**config.mk**
```make
export PLATFORM = sky130hd
export DESIGN_NAME = serial_subtractor
export DESIGN_NICKNAME = d
export VERILOG_FILES = /design/src/rtl/serial_subtractor.sv
export SDC_FILE = /design/constraint.sdc
export NUM_CORES = 1
export LEC_CHECK = 0
export CORE_UTILIZATION = 46
export CTS_CLUSTER_DIAMETER = 50
export DETAILED_ROUTE_END_ITERATION = 6
export PLACE_DENSITY = 0.82
export SYNTH_ARGS = -nofsm -noshare
export SYNTH_HDL_FRONTEND = slang
export SYNTH_SLANG_ARGS = --single-unit
```
**constraint.sdc**
```tcl
create_clock -name clk -period 1.7 [get_ports clk]
set_clock_uncertainty 0.2 [all_clocks]
set_input_delay 0.255 -clock clk [delete_from_list [all_inputs] [get_ports clk]]
set_output_delay 0.255 -clock clk [all_outputs]
set_load 0.02 [all_outputs]
```
**src/rtl/serial_subtractor.sv**
```systemverilog
// ============================================================================
// serial_subtractor : bit-serial LSB-first a - b using one full-subtractor cell
// Rev 1.0
// ============================================================================
`default_nettype none

module serial_subtractor #(
  parameter int WIDTH = 8,
  parameter int CW    = $clog2(WIDTH)
) (
  input  logic             clk,
  input  logic             rst_n,
  input  logic             start,
  input  logic [WIDTH-1:0] a,
  input  logic [WIDTH-1:0] b,
  output logic             busy,
  output logic             done,
  output logic [WIDTH-1:0] diff,
  output logic             borrow
);

  typedef enum logic [1:0] {
    S_IDLE  = 2'd0,
    S_SHIFT = 2'd1,
    S_DONE  = 2'd2
  } state_t;

  localparam logic [CW-1:0] C_LAST = CW'(WIDTH - 1);

  state_t           r_state;
  state_t           w_state_next;
  logic [WIDTH-1:0] r_sa;
  logic [WIDTH-1:0] r_sb;
  logic [WIDTH-2:0] r_sd;
  logic             r_br;
  logic [CW-1:0]    r_cnt;
  logic [WIDTH-1:0] r_diff;
  logic             r_borrow;
  logic             r_busy;
  logic             r_done;

  logic             w_d;
  logic             w_br_next;
  logic             w_last;
  logic [WIDTH-1:0] w_sd_next;

  // Full-subtractor cell on the current LSBs
  assign w_d       = r_sa[0] ^ r_sb[0] ^ r_br;
  assign w_br_next = (~r_sa[0] & r_sb[0]) | (~(r_sa[0] ^ r_sb[0]) & r_br);
  // New bit enters at the MSB; after WIDTH shifts the first bit sits at bit 0
  assign w_sd_next = {w_d, r_sd};
  assign w_last    = (r_cnt == C_LAST);

  always_comb begin
    w_state_next = r_state;
    unique case (r_state)
      S_IDLE:  if (start) w_state_next = S_SHIFT;
      S_SHIFT: if (w_last) w_state_next = S_DONE;
      S_DONE:  w_state_next = S_IDLE;
      default: w_state_next = S_IDLE;
    endcase
  end

  always_ff @(posedge clk or negedge rst_n) begin
    if (!rst_n) begin
      r_state <= S_IDLE;
    end else begin
      r_state <= w_state_next;
    end
  end

  always_ff @(posedge clk or negedge rst_n) begin
    if (!rst_n) begin
      r_sa     <= '0;
      r_sb     <= '0;
      r_sd     <= '0;
      r_br     <= 1'b0;
      r_cnt    <= '0;
      r_diff   <= '0;
      r_borrow <= 1'b0;
    end else begin
      unique case (r_state)
        S_IDLE: begin
          if (start) begin
            r_sa  <= a;
            r_sb  <= b;
            r_sd  <= '0;
            r_br  <= 1'b0;
            r_cnt <= '0;
          end
        end
        S_SHIFT: begin
          r_sa  <= {1'b0, r_sa[WIDTH-1:1]};
          r_sb  <= {1'b0, r_sb[WIDTH-1:1]};
          r_sd  <= w_sd_next[WIDTH-1:1];
          r_br  <= w_br_next;
          r_cnt <= r_cnt + CW'(1);
          if (w_last) begin
            r_diff   <= w_sd_next;
            r_borrow <= w_br_next;
          end
        end
        default: begin
        end
      endcase
    end
  end

  // Status flags are registered from the next state so they align with it
  always_ff @(posedge clk or negedge rst_n) begin
    if (!rst_n) begin
      r_busy <= 1'b0;
      r_done <= 1'b0;
    end else begin
      r_busy <= (w_state_next == S_SHIFT);
      r_done <= (w_state_next == S_DONE);
    end
  end

  assign busy   = r_busy;
  assign done   = r_done;
  assign diff   = r_diff;
  assign borrow = r_borrow;

endmodule

`default_nettype wire

```
## Word-level counts from Yosys, hierarchy flattened

Index checks and enable logic that the tools add are counted.

- Bitwise operators: 7
- Mux-type cells: 13
- Add/sub/neg operators: 1
- Reduce and logical (&&, ||, !) cells: 4
- Equal/unequal tests: 5

Operators with widths:

| kind | number |
|---|---|
| $pmux 8 s2 | 2 |
| $mux 8 | 2 |
| $pmux 7 s2 | 1 |
| $mux 7 | 1 |
| $pmux 3 s2 | 1 |
| $eq 2x1->1 const B | 2 |
| $mux 2 | 2 |
| $pmux 2 s2 | 1 |
| $reduce_and 2->1 | 2 |
| $add 3x1->3 const B | 1 |
| $eq 3x3->1 const B | 1 |
| $mux 3 | 1 |
| $and 1x1->1 | 2 |
| $eq 2x2->1 const B | 1 |
| $logic_not 2->1 | 1 |
| $ne 2x2->1 const B | 1 |
| $not 1->1 | 2 |
| $pmux 1 s2 | 1 |
| $reduce_bool 2->1 | 1 |
| $xor 1x1->1 | 2 |
| $mux 1 | 1 |
| $or 1x1->1 | 1 |

- Output and inout port bits: 11
- Bits in registers: 40

## Depth between registers and ports, before layout

- Word-level depth: 5
- Gate-level depth with buffers: 6
- Mapped depth without buffers: 5

## Worst setup path before layout

OpenSTA, ideal clock, no wires.

- Path type: register to register
- From: register r_cnt[0]
- To: register r_diff[2], in the netlist diff[2]
- Path slack: 69 ps
- Path buffers: 1
- Cell stages (with the launch flop): 6
- Required time: 1,375 ps
- Setup time: 125 ps
- Arrival: 1,306 ps
- Path through: dfrtp_1 ha_1 ha_1 nand3b_4 buf_6 mux2_4

- Longest elaborated chain between the ends: 2

RTL lines:

| what | RTL line | RTL |
|---|---|---|
| from (decl) | 36 | `logic [CW-1:0] r_cnt;` |
| from (signal assigned) | 97 | `r_cnt <= r_cnt + CW'(1);` |
| $eq 3x3->1 | 52 | `assign w_last = (r_cnt == C_LAST);` |
| $reduce_and 2->1 (no source line) | -- |  |
| to (signal assigned) | 99 | `r_diff <= w_sd_next;` |
| to (decl) | 37 | `logic [WIDTH-1:0] r_diff;` |

No other way between the ends.
A chain may end at the register's enable or synchronous reset.

## Worst setup path in the final report

- From: register r_busy, in the netlist busy
- To: output port busy

RTL lines:

| what | RTL line | RTL |
|---|---|---|
| from (decl) | 39 | `logic r_busy;` |
| from (signal assigned) | 115 | `r_busy <= (w_state_next == S_SHIFT);` |
| to (decl) | 16 | `output logic busy,` |

No word-level cell between the ends.

==> flow_metrics.py <==
metrics = {
    "power": {
        "power_density_nw_per_um2": 1730,
        "leakagePower_uw": 0.00103,
        "ir_worst_vdd_v": 0.000701,
        "p_total_uw": 3760,
    },
    "sta": {
        "final_max_slew_viol_count": 0,
        "holdWs_ps": 289,
        "final_hold_viol_count": 0,
        "min_period_over_period_pct": 97.9,
        "tightest_slew_ps": 492,
        "finalCriticalPeriod_ps": 1660,
        "max_slew_margin_pct": 67.2,
        "max_freq_mhz": 601,
        "rsz0062_at_grt": "no",
        "setup-violations-final": 0,
    },
    "cells_and_area": {
        "num_antenna_cells": 0,
        "nFillCells": 287,
        "register_area_sq_um": 1000,
        "finalInstanceArea_sq_um": 2170,
        "syn2layout_area_growth_pct": 27.0,
        "final_core_util_pct": 63.0,
        "final_cells": 226,
        "drive_gt1_share_pct": 17.8,
        "multi_input_area_sq_um": 636,
        "layout.nets": 201,
    },
    "floorplan": {
        "pin_count": 30,
        "fp.coreArea_sq_um": 3440,
        "die_y_um": 62.9,
        "dieArea_sq_um": 3960,
        "die_w_um": 62.9,
        "start_util_pct": 49.6,
        "rows": 21,
    },
    "clock_network": {
        "cts-buffers-inserted": 5,
        "cts_tree": "built",
        "cts.sinks": 40,
        "h-tree-depth": 2,
        "clockBufferDepth": 2,
        "clk_pin_slew_ps": 80,
        "clockRootBuffer": "clkbuf_8",
        "clk_latency_ps": 290,
    },
    "yosys": {
        "synth_seq_cells": 40,
        "synth_area_sq_um": 1710,
        "netlist.area_leader.share_pct": 58.6,
        "yosysMostFrequentCell": "dfrtp_1",
        "synth.distinct_cells": 24,
        "ys.flop_type": "dfrtp_1",
        "synth_nets": 163,
        "postSynthCellCount": 141,
        "synth_top_cell_by_area": "dfrtp_1",
        "ys_seq_area_share_pct": 58.6,
        "ys_warn_count": 0,
        "ys_top_cells_by_area": "dfrtp_1 59%, o22ai_1 10%, mux2_4 5.3%",
        "avgSynthCellArea_sq_um": 12.1,
        "ys_top_cells_by_count": "40 x dfrtp_1, 28 x o22ai_1, 15 x a21oi_1, 9 x a22o_1, 6 x mux2_4",
        "synth_edf_count": 0,
        "postSynth.asyncResetShare_pct": 100,
    },
    "placement": {
        "dp.cells": 215,
        "place_hpwl_mm": 2.31,
        "portBuffers": 29,
        "place_area_sq_um": 2050,
        "routabilityCongestion": 0.733,
    },
    "route": {
        "totalWireLength_mm": 3.46,
        "drtIter0Drc": 77,
        "drt_first_pass_iters": 4,
        "wl_per_cell_um": 15.3,
        "via_per_inst": 5.77,
        "final_antenna_net_count": 0,
        "drc_errors": 0,
        "via_count": 1304,
    },
    "min_path": {
        "hold_class": "flip-flop to flip-flop",
    },
    "critical_path": {
        "path_cells": "clkdlybuf4s50_1",
        "start_kind": "flip-flop",
        "crit_slowest_cell": "clkdlybuf4s50_1",
        "critPathRequiredTime_ps": 1240,
        "cp_top_family": "buffers and inverters",
        "worstPathMaxFanout": 1,
        "cp_data_arrival_time_ps": 1210,
        "max_stage_delay_ps": 590,
        "r2r_slack_ps": 80,
        "critPathBufInv": 1,
        "path_class": "flip-flop to output port",
        "endpoint_kind": "output port",
    },
    "global_route": {
        "grt_max_degree": 41,
        "antenna_found_initial": 0,
        "overflow": 0,
        "grt_pass1_vias": 1267,
        "grt_pass1_wl_mm": 5.84,
        "grt_usage_pct": 19.4,
    },
    "outcome": {
        "outcome": "complete, no violations",
    },
    "flow_run": {
        "cap_violations": 0,
    },
}
-- stage by stage --
step                setup TNS [ps]  worst slack (ps)
finish                           0              35.8
CTS                              0              6.44
floorplan                        0              68.6
detailed placement           -2400              -208
global route                     0              3.89
global placement              -883             -84.2
-- layout by cell type, fill, tap and decap left out, drive strengths merged --
cell	count
nand2	5
a21oi	15
dfrtp	40
o21ai	7
nor2b	2
dlymetal6s2s	1
fa	1
nand2b	2
clkbuf	9
dlygate4sd2	8
nor2	4
o21bai	1
dlygate4sd3	1
buf	10
ha	2
nand3b	2
o22ai	28
clkdlybuf4s50	19
mux2	8
inv	6
a22o	9
-- power breakdown --
group          internal [uW]  switching [uW]
Sequential              1360             312
Combinational            727             717
Clock                    331             313
-- registers in the layout (all words and copies together), names as in the netlist --
signal	flops
r_br	1
r_sa	8
r_state	2
busy	1
r_sb	8
borrow	1
r_cnt	3
r_sd	7
diff	8
done	1
-- worst paths after layout --
| path | startpoint | end | depth (start not counted) |
|---|---|---|---|
| min reg2reg | borrow | borrow | 2 |
| max | busy | busy | 1 |
| min | borrow | borrow | 2 |
| max reg2reg | r_cnt[0] | diff[1] | 4 |
| min in group asynchronous | rst_n | diff[4] | 3 |
| max in group asynchronous | rst_n | diff[6] | 3 |
-- area by class of cell --
type	instances	share of cell area, %
Sequential cell	40	46.1
Multi-Input combinational cell	86	29.3
Timing Repair Buffer	40	16.7
Clock buffer	8	4.15
Tap cell	46	2.65
Inverter	6	1.04
-- timing repair --
action / 4_1_cts / 5_1_grt
hold endpoints to repair: 40 / 0
setup buffers: 0 / 1
cloned: 1 / 0
resized for setup: 9 / 2
hold buffers: 1 / 0
setup endpoints to repair: 10 / 16
-- per-layer routing --
layer	part of all wire [%]	vias up	global-route usage, %
met4	1.6	0	6.98
li1	-	599	-
met5	0	-	0
met3	5.7	6	6.02
met2	51	52	32.3
met1	42	647	23.5
-- cell families (layout without fill, tap and decap cells) --
group / Yosys count / in the layout / share of synthesized area, %
adders and majority gates: 3 / 3 / 2.64
AOI/OAI and AO/OA: 60 / 60 / 21.8
and+or+nand+nor: 14 / 15 / 5.20
DFF: 40 / 40 / 58.6
muxes: 8 / 8 / 6.59
buffers and inverters: 16 / 54 / 5.20
No activity file was read; power rests on OpenSTA's default activity.
